## src/rtl/pc_pkg.sv

```systemverilog
// rtl/pc_pkg.sv - shared next-PC select codes and default vectors
package pc_pkg;

  typedef enum logic [2:0] {
    SEL_SEQ,
    SEL_BR,
    SEL_RET,
    SEL_JMP,
    SEL_EXC
  } pc_sel_e;

  localparam logic [31:0] PC_RESET_VECTOR = 32'h0000_0000;
  localparam logic [31:0] PC_EXC_VECTOR   = 32'h0000_0180;

endpackage

```

## src/rtl/pc_ras.sv

```systemverilog
// rtl/pc_ras.sv - circular return-address stack; a push while full overwrites the oldest entry
module pc_ras #(
  parameter int WIDTH = 32,
  parameter int DEPTH = 4
) (
  input  logic                     clock,
  input  logic                     reset,
  input  logic                     push,
  input  logic                     pop,
  input  logic [WIDTH-1:0]         push_data,
  output logic [WIDTH-1:0]         top,
  output logic [$clog2(DEPTH):0]   count,
  output logic                     full,
  output logic                     empty,
  output logic                     overflow,
  output logic                     underflow
);

  localparam int AW = $clog2(DEPTH);
  localparam logic [AW:0] FULL_COUNT = (AW+1)'(DEPTH);

  logic [WIDTH-1:0] r_mem [DEPTH];
  logic [AW-1:0]    r_sp;
  logic [AW:0]      r_count;
  logic [AW-1:0]    w_top_idx;
  logic             w_do_push;
  logic             w_do_pop;

  // r_sp is the next write slot; when full it also points at the oldest entry
  assign w_top_idx = r_sp - AW'(1);
  assign top       = r_mem[w_top_idx];
  assign count     = r_count;
  assign full      = (r_count == FULL_COUNT);
  assign empty     = (r_count == '0);
  assign w_do_pop  = pop & ~empty;
  assign w_do_push = push & ~pop;
  assign overflow  = w_do_push & full;
  assign underflow = pop & empty;

  always_ff @(posedge clock) begin
    if (reset) begin
      r_sp    <= '0;
      r_count <= '0;
    end else if (w_do_pop) begin
      r_sp    <= w_top_idx;
      r_count <= r_count - (AW+1)'(1);
    end else if (w_do_push) begin
      r_sp <= r_sp + AW'(1);
      if (!full) r_count <= r_count + (AW+1)'(1);
    end
  end

  always_ff @(posedge clock) begin
    if (w_do_push) r_mem[r_sp] <= push_data;
  end

endmodule

```

## src/rtl/pc_sequencer.sv

```systemverilog
// rtl/pc_sequencer.sv - prioritised next-PC selection with exception capture and return-address stack
module pc_sequencer
  import pc_pkg::*;
#(
  parameter int               WIDTH        = 32,
  parameter logic [WIDTH-1:0] RESET_VECTOR = WIDTH'(PC_RESET_VECTOR),
  parameter logic [WIDTH-1:0] EXC_VECTOR   = WIDTH'(PC_EXC_VECTOR),
  parameter int               RAS_DEPTH    = 4
) (
  input  logic                       clock,
  input  logic                       reset,
  input  logic                       stall,
  input  logic                       exception,
  input  logic                       branch_taken,
  input  logic [WIDTH-1:0]           branch_target,
  input  logic                       jump,
  input  logic [WIDTH-1:0]           jump_target,
  input  logic                       call,
  input  logic                       ret,
  input  logic [WIDTH-1:0]           reg_target,
  output logic [WIDTH-1:0]           current_pc,
  output logic [WIDTH-1:0]           pc_plus4,
  output logic [WIDTH-1:0]           epc,
  output logic [$clog2(RAS_DEPTH):0] ras_count,
  output logic                       ras_empty,
  output logic                       ras_full,
  output logic                       ras_err
);

  pc_sel_e          w_sel;
  logic [WIDTH-1:0] w_target;
  logic [WIDTH-1:0] w_next_pc;
  logic [WIDTH-1:0] w_ras_top;
  logic             w_push;
  logic             w_pop;
  logic             w_overflow;
  logic             w_underflow;
  logic [WIDTH-1:0] r_pc;
  logic [WIDTH-1:0] r_epc;
  logic             r_err;

  assign pc_plus4 = r_pc + WIDTH'(4);

  always_comb begin
    w_sel = SEL_SEQ;
    if (exception)         w_sel = SEL_EXC;
    else if (branch_taken) w_sel = SEL_BR;
    else if (ret)          w_sel = SEL_RET;
    else if (jump)         w_sel = SEL_JMP;
  end

  always_comb begin
    w_target = pc_plus4;
    case (w_sel)
      SEL_EXC: w_target = EXC_VECTOR;
      SEL_BR:  w_target = branch_target;
      SEL_RET: w_target = ras_empty ? reg_target : w_ras_top;
      SEL_JMP: w_target = jump_target;
      default: w_target = pc_plus4;
    endcase
  end

  assign w_next_pc = {w_target[WIDTH-1:2], 2'b00};

  // RAS only moves on an unstalled ret/call win; exceptions and branches leave it alone
  assign w_push = ~stall & (w_sel == SEL_JMP) & call;
  assign w_pop  = ~stall & (w_sel == SEL_RET);

  pc_ras #(
    .WIDTH (WIDTH),
    .DEPTH (RAS_DEPTH)
  ) u_ras (
    .clock     (clock),
    .reset     (reset),
    .push      (w_push),
    .pop       (w_pop),
    .push_data (pc_plus4),
    .top       (w_ras_top),
    .count     (ras_count),
    .full      (ras_full),
    .empty     (ras_empty),
    .overflow  (w_overflow),
    .underflow (w_underflow)
  );

  always_ff @(posedge clock) begin
    if (reset) begin
      r_pc  <= RESET_VECTOR;
      r_epc <= '0;
      r_err <= 1'b0;
    end else begin
      if (exception || !stall) r_pc <= w_next_pc;
      if (exception) r_epc <= r_pc;
      if (w_overflow || w_underflow) r_err <= 1'b1;
    end
  end

  assign current_pc = r_pc;
  assign epc        = r_epc;
  assign ras_err    = r_err;

endmodule

```

## config.mk

```make
export PLATFORM = sky130hd
export DESIGN_NAME = pc_sequencer
export DESIGN_NICKNAME = d
export VERILOG_FILES = /design/src/rtl/pc_pkg.sv /design/src/rtl/pc_ras.sv /design/src/rtl/pc_sequencer.sv
export SDC_FILE = /design/constraint.sdc
export NUM_CORES = 1
export LEC_CHECK = 0
export CORE_ASPECT_RATIO = 1.2
export CORE_MARGIN = 1
export CORE_UTILIZATION = 55
export DETAILED_ROUTE_END_ITERATION = 12
export PLACE_DENSITY = 0.86
export REMOVE_ABC_BUFFERS = 1
export SYNTH_ARGS = -nofsm -noshare
export SYNTH_HDL_FRONTEND = slang
export SYNTH_HIERARCHICAL = 1
export SYNTH_SLANG_ARGS = --single-unit
export TNS_END_PERCENT = 30
```

## constraint.sdc

```tcl
create_clock -name clock -period 7.7 [get_ports clock]
set_input_delay 1.925 -clock clock [delete_from_list [all_inputs] [get_ports clock]]
set_output_delay 1.925 -clock clock [all_outputs]
set_load 0.01 [all_outputs]
```

==> flow_summary.ini, run 1 <==
[clock_network]
clock_path_buffers = 2
clock_latency_ps = 430
cts.sinks = 186
post_cts_buffers = 0
postCtsHoldBufs = 0
post_cts_resized = 0
cts_buffers = 17
clk_pin_slew_worst_paths_ps = 70
cts_tree = built
h-tree-depth = 4
clockRootBuffer = clkbuf_16

[detailed_routing]
avgRoutedWirePerCell_um = 22.75
drtIter0Drc = 694
viasPerCell = 6.232
ant_nets = 0
routed_wl_mm = 25.41
firstDrtPassIters = 6
drc_errors = 0
num_vias = 6961

[placed_design]
io_buffers = 193
place_hpwl_mm = 16.52
place.gp.congestion = 0.8025
placed_area_mm2 = 0.01103

[timing]
rsz0062_at_grt = false
fmax_mhz = 183.2
relSlewSlack_pct = 13.20
hold_slack_ps = 491.9
fin_skew_ps = 9.056
slew_violations = 0
hold_viol = 0
report.final.setup_viol = 0
finalCritPeriodShare_pct = 70.90
worst_pin_slew_ps = 1295
final.setup.tns_ps = 0
layout_min_cycle_time_ps = 5459

[setup_path]
crit_fanout = 8
setup.worst_path.start = current_pc[2]
r2r-end = current_pc[12]
crit_end = pc_plus4[28]
cpPeakStageDelay_ps = 680
cp.required_ps = 5780
worst-endpoint-arrival_ps = 3530
path_class = reg2out
r2r_cells = 9
path_cells = ha_1 -> nand3_1 -> nor2_1 -> nand4_1 -> xnor2_1 -> clkdlybuf4s50_1
cp-end-kind = output pin
worstSetupStartpointType = register
timing.rr.start = u_ras/r_sp[0]
ff2ff_setup_slack_ps = 3980
critPathSlowestCell = nor2_1

[yosys]
syn_inst = 720
yosysWarnings = 6
netlist_area_mm2 = 0.008981
syn_area_per_cell_um2 = 12.47

[pwr]
netSwitchingFraction_pct = 25.57
p_int_uw = 1763
total_power_uw = 2369
irDropWorstVdd_mv = 0.1970
power_frac_seq_pct = 47.2
power.density_mw_per_mm2 = 203.9
power.leakage_uw = 0.004116
p_switching_uw = 605.8
combPwrFrac_pct = 15.5
clkPwrFrac_pct = 37.3

[finish]
area_growth_pct = 29.38
antenna_cells = 0
drive_gt1_share_pct = 13.31
utilization_pct = 73.71
design_area_mm2 = 0.01162
layout.nets = 1006

[die]
rows = 50
coreArea_mm2 = 0.01577
dieArea_mm2 = 0.01685
die_x_um = 118.7
pin_count = 206
die_y_um = 142.0
start_util_pct = 56.97

[run]
drv_cap = 0

[hold_path]
hold_path.class = reg2reg

[global_routing]
grt_max_degree = 61
grt_pass1_vias = 6942
antenna_found_initial = 0
overflow = 0
grt_pass1_wl_mm = 39.07
track_usage_pct = 31.05

[status]
status = completed
==> cell usage in the layout (no fill, tap or decap), types with 5 or more instances in the layout <==
master           instances
clkdlybuf4s50_1        191
dfxtp_1                 65
nand4_1                  7
a311oi_1                 5
and2_1                   5
a31oi_1                  7
nor2_1                  66
nand2_1                 28
clkbuf_16               17
conb_1                   6
mux4_2                  29
a21oi_1                 45
nand3_1                 12
mux2i_1                 47
xor2_1                   7
o221a_2                  5
mux2_2                  15
edfxtp_1               120
and3_1                   5
nor3_1                  13
o21ai_0                 36
o211ai_1                 5
xnor2_1                 23
inv_1                    9
buf_4                   16
a221oi_1                 6
a211oi_1                16
ha_1                     6
==> worst min path at each step <==
| stage | from | to | slack [ps] | cells after the start |
|---|---|---|---|---|
| floorplan | ras_err | ras_err | 520 | 2 |
| global placement | ras_err | ras_err | 460 | 2 |
| detailed placement | epc[22] | epc[22] | 480 | 2 |
| CTS | epc[22] | epc[22] | 500 | 2 |
| global route | epc[22] | epc[22] | 510 | 2 |
| finish | ras_err | ras_err | 490 | 2 |
==> flip-flops by register name (all words and copies together), names as in the netlist <==
name         cells
u_ras/count      3
u_ras/r_sp       2
ras_err          1
epc             30
current_pc      30
u_ras/r_mem    120
==> area by class of cell <==
class                   count  area [um^2]
clock inverters            15        165.2
flip-flops and latches    186         4926
repair buffers            209         2042
inverters                  10        37.54
clock buffers              17        425.4
fillers                  1072         4145
well taps                 208        260.3
multi-input cells         472         3764
==> per-stage QoR <==
stage               setup slack [ps]  instances
floorplan                       3465        668
global placement                2397       1085
detailed placement              2323       1085
CTS                             2229       1117
global route                    1978       1117
finish                          2241       1117
==> worst max-delay path, delay by kind of cell, from the launching register on <==
kind	cells	cell delay (ps)
flip-flops	1	510
XOR/XNOR	1	450
adder cells (fa/ha/maj)	1	280
AND/OR/NAND/NOR	3	1240
buffers and inverters	1	630
==> routing by layer <==
| layer | share of wire [%] | routed length, um | track usage [%] |
|---|---|---|---|
| met1 | 40 | 10060 | 39.68 |
| met2 | 51 | 12960 | 52.88 |
| met3 | 7.6 | 1934 | 5.609 |
| met4 | 1.8 | 452 | 11.79 |
| met5 | 0 | 0 | 0 |
==> power groups by stage <==
stage / clock, uW / sequential [uW] / combinational [uW]
after floorplan: 0 / 1140 / 172
after global placement: 0 / 1140 / 357
after detailed placement: 0 / 1140 / 364
after CTS: 887 / 1120 / 366
after global routing: 922 / 1120 / 391
final: 883 / 1120 / 368
(Power assumes the default switching activity.)
==> inputs of run 2 (changes only) <==
--- a/config.mk
+++ b/config.mk
@@ -7,9 +7,9 @@
 export LEC_CHECK = 0
 export CORE_ASPECT_RATIO = 1.2
 export CORE_MARGIN = 1
-export CORE_UTILIZATION = 55
+export CORE_UTILIZATION = 51
 export DETAILED_ROUTE_END_ITERATION = 12
-export PLACE_DENSITY = 0.86
+export PLACE_DENSITY = 0.81
 export REMOVE_ABC_BUFFERS = 1
 export SYNTH_ARGS = -nofsm -noshare
 export SYNTH_HDL_FRONTEND = slang
==> constraint.sdc (replaced) <==
create_clock -name clock -period 5.5 [get_ports clock]
set_input_delay 1.375 -clock clock [delete_from_list [all_inputs] [get_ports clock]]
set_output_delay 1.375 -clock clock [all_outputs]
set_load 0.01 [all_outputs]
==> run 2 against run 1 <==
Net effect:
- cell count rose by 1.5%
- largest cell class unchanged
- via count grew 0.53%
- sequential share of layout area decreased by 0.27 points
- non-clock buffer count increased by 9
- die area up 7.7%
- total power up 40%
- critical path depth unchanged
- sequential power rose by 40%
- combinational power is 42% higher
- hold slack got worse by 9.0 ps
- register-to-register slack got worse by 1800 ps
- wire length rose by 3.3%
==> flow_summary.ini, run 2 (synthesized netlist as in run 1, its figures left out) <==
[status]
status = completed

[detailed_routing]
viasPerCell = 6.171
routed_wl_mm = 26.24
firstDrtPassIters = 5
ant_nets = 0
drtIter0Drc = 785
drc_errors = 0
avgRoutedWirePerCell_um = 23.14
num_vias = 6998

[global_routing]
grt_pass1_vias = 6844
overflow = 0
grt_pass1_wl_mm = 39.17
track_usage_pct = 29.76
grt_max_degree = 37
antenna_found_initial = 0

[pwr]
irDropWorstVdd_mv = 0.2156
power.density_mw_per_mm2 = 283.7
power.leakage_uw = 0.004160

[placed_design]
io_buffers = 193
placed_area_mm2 = 0.01111
pre_cts_ws_ps = 1117
place.gp.congestion = 0.8667
place_hpwl_mm = 17.61

[timing]
fmax_mhz = 205.1
hold_viol = 0
report.final.setup_viol = 0
fin_skew_ps = 6.963
layout_min_cycle_time_ps = 4876
worst_pin_slew_ps = 1053
final.setup.tns_ps = 0
relSlewSlack_pct = 29.82
rsz0062_at_grt = false
slew_violations = 0
finalCritPeriodShare_pct = 88.66
fin_ws_ps = 623.6

[clock_network]
postCtsHoldBufs = 0
post_cts_resized = 0
cts_buffers = 17
post_cts_buffers = 0
clock_latency_ps = 440
clockRootBuffer = clkbuf_16
h-tree-depth = 4
clock_path_buffers = 2
cts_tree = built
cts.sinks = 186
clk_pin_slew_worst_paths_ps = 70

[setup_path]
cp.required_ps = 4120
timing.rr.start = u_ras/r_sp[1]
r2r_cells = 8
worstSetupStartpointType = register
worst-endpoint-arrival_ps = 3500
cp-end-kind = output pin
path_class = reg2out
r2r-end = current_pc[8]
ff2ff_setup_slack_ps = 2210
setup.worst_path.start = current_pc[2]
crit_fanout = 8
crit_end = pc_plus4[28]

[finish]
fill_cells = 1252
layout.nets = 1015
largest_register = u_ras/r_mem
drive_gt1_share_pct = 14.05
largest_reg_flops = 120
area_growth_pct = 30.20
antenna_cells = 0
layout_common_cells = clkdlybuf4s50_1, edfxtp_1, nor2_1, dfxtp_1, mux2i_1
final_common_cell = clkdlybuf4s50_1
design_area_mm2 = 0.01169

[die]
coreArea_mm2 = 0.01705
pin_count = 206
rows = 52
dieArea_mm2 = 0.01815
die_y_um = 147.4
start_util_pct = 52.69
die_x_um = 123.1

[run]
drv_cap = 0

[hold_path]
hold_path.class = reg2reg
min_from = ras_err
## run 2: power breakdown
group | switching, uW | internal (uW) | leakage, uW | total, uW
combinational | 249 | 273 | 0.00223 | 523
sequential | 46.2 | 1520 | 0.00165 | 1570
clock | 545 | 685 | 0.000279 | 1230
## run 2: worst max-delay path, cell delays in order (launching register included)
cell and delay, ps:
dfxtp_1 480, ha_1 260, nand3_1 180, nor2_1 710, nand4_1 340, xnor2_1 450, clkdlybuf4s50_1 640
## run 2: layout make-up
cell class	count	area, um^2	share of cell area (%)
clock buffer	19	442.9	3.788
clock inverter	13	143.9	1.230
inverter	10	37.54	0.3210
multi-input combinational	472	3764	32.18
sequential	186	4926	42.12
tap	216	270.3	2.311
timing repair buffer	218	2110	18.04
## run 2: routing by layer
metal / GRT usage (%) / share of wire [%] / vias up
li1: - / - / 3127
met3: 5.826 / 9.1 / 70
met2: 47.82 / 49 / 416
met1: 39.05 / 38 / 3385
met5: 0 / 0 / -
met4: 13.07 / 3.7 / 0
## run 2: how the worst min path moves through the flow
| stage | to | slack [ps] | cells after the start |
|---|---|---|---|
| 2_1_floorplan | ras_err | 520 | 2 |
| 3_3_place_gp | ras_err | 470 | 2 |
| 3_5_place_dp | ras_err | 470 | 2 |
| 4_1_cts | ras_err | 490 | 2 |
| 5_1_grt | epc[28] | 520 | 2 |
| 6_report | ras_err | 480 | 2 |
## run 2: through the flow
| step | instances | total power, uW | hold slack [ps] | utilization (%) |
|---|---|---|---|---|
| after floorplan | 668 | 1839 | 515.7 | - |
| after global placement | 1102 | 2103 | 467.4 | 65.16 |
| after detailed placement | 1102 | 2111 | 473.6 | 65.16 |
| after CTS | 1134 | 3329 | 490.5 | 68.60 |
| after global routing | 1134 | 3417 | 516.6 | 68.60 |
| final | 1134 | 3318 | 482.9 | 68.60 |
==> inputs of run 3 (changes only) <==
--- a/config.mk
+++ b/config.mk
@@ -9,6 +9,7 @@
 export CORE_MARGIN = 1
 export CORE_UTILIZATION = 51
 export DETAILED_ROUTE_END_ITERATION = 12
+export HOLD_SLACK_MARGIN = 0.03
 export PLACE_DENSITY = 0.81
 export REMOVE_ABC_BUFFERS = 1
 export SYNTH_ARGS = -nofsm -noshare
==> results of run 3 <==
No change in the layout: final DEF, timing and power equal those of run 2.
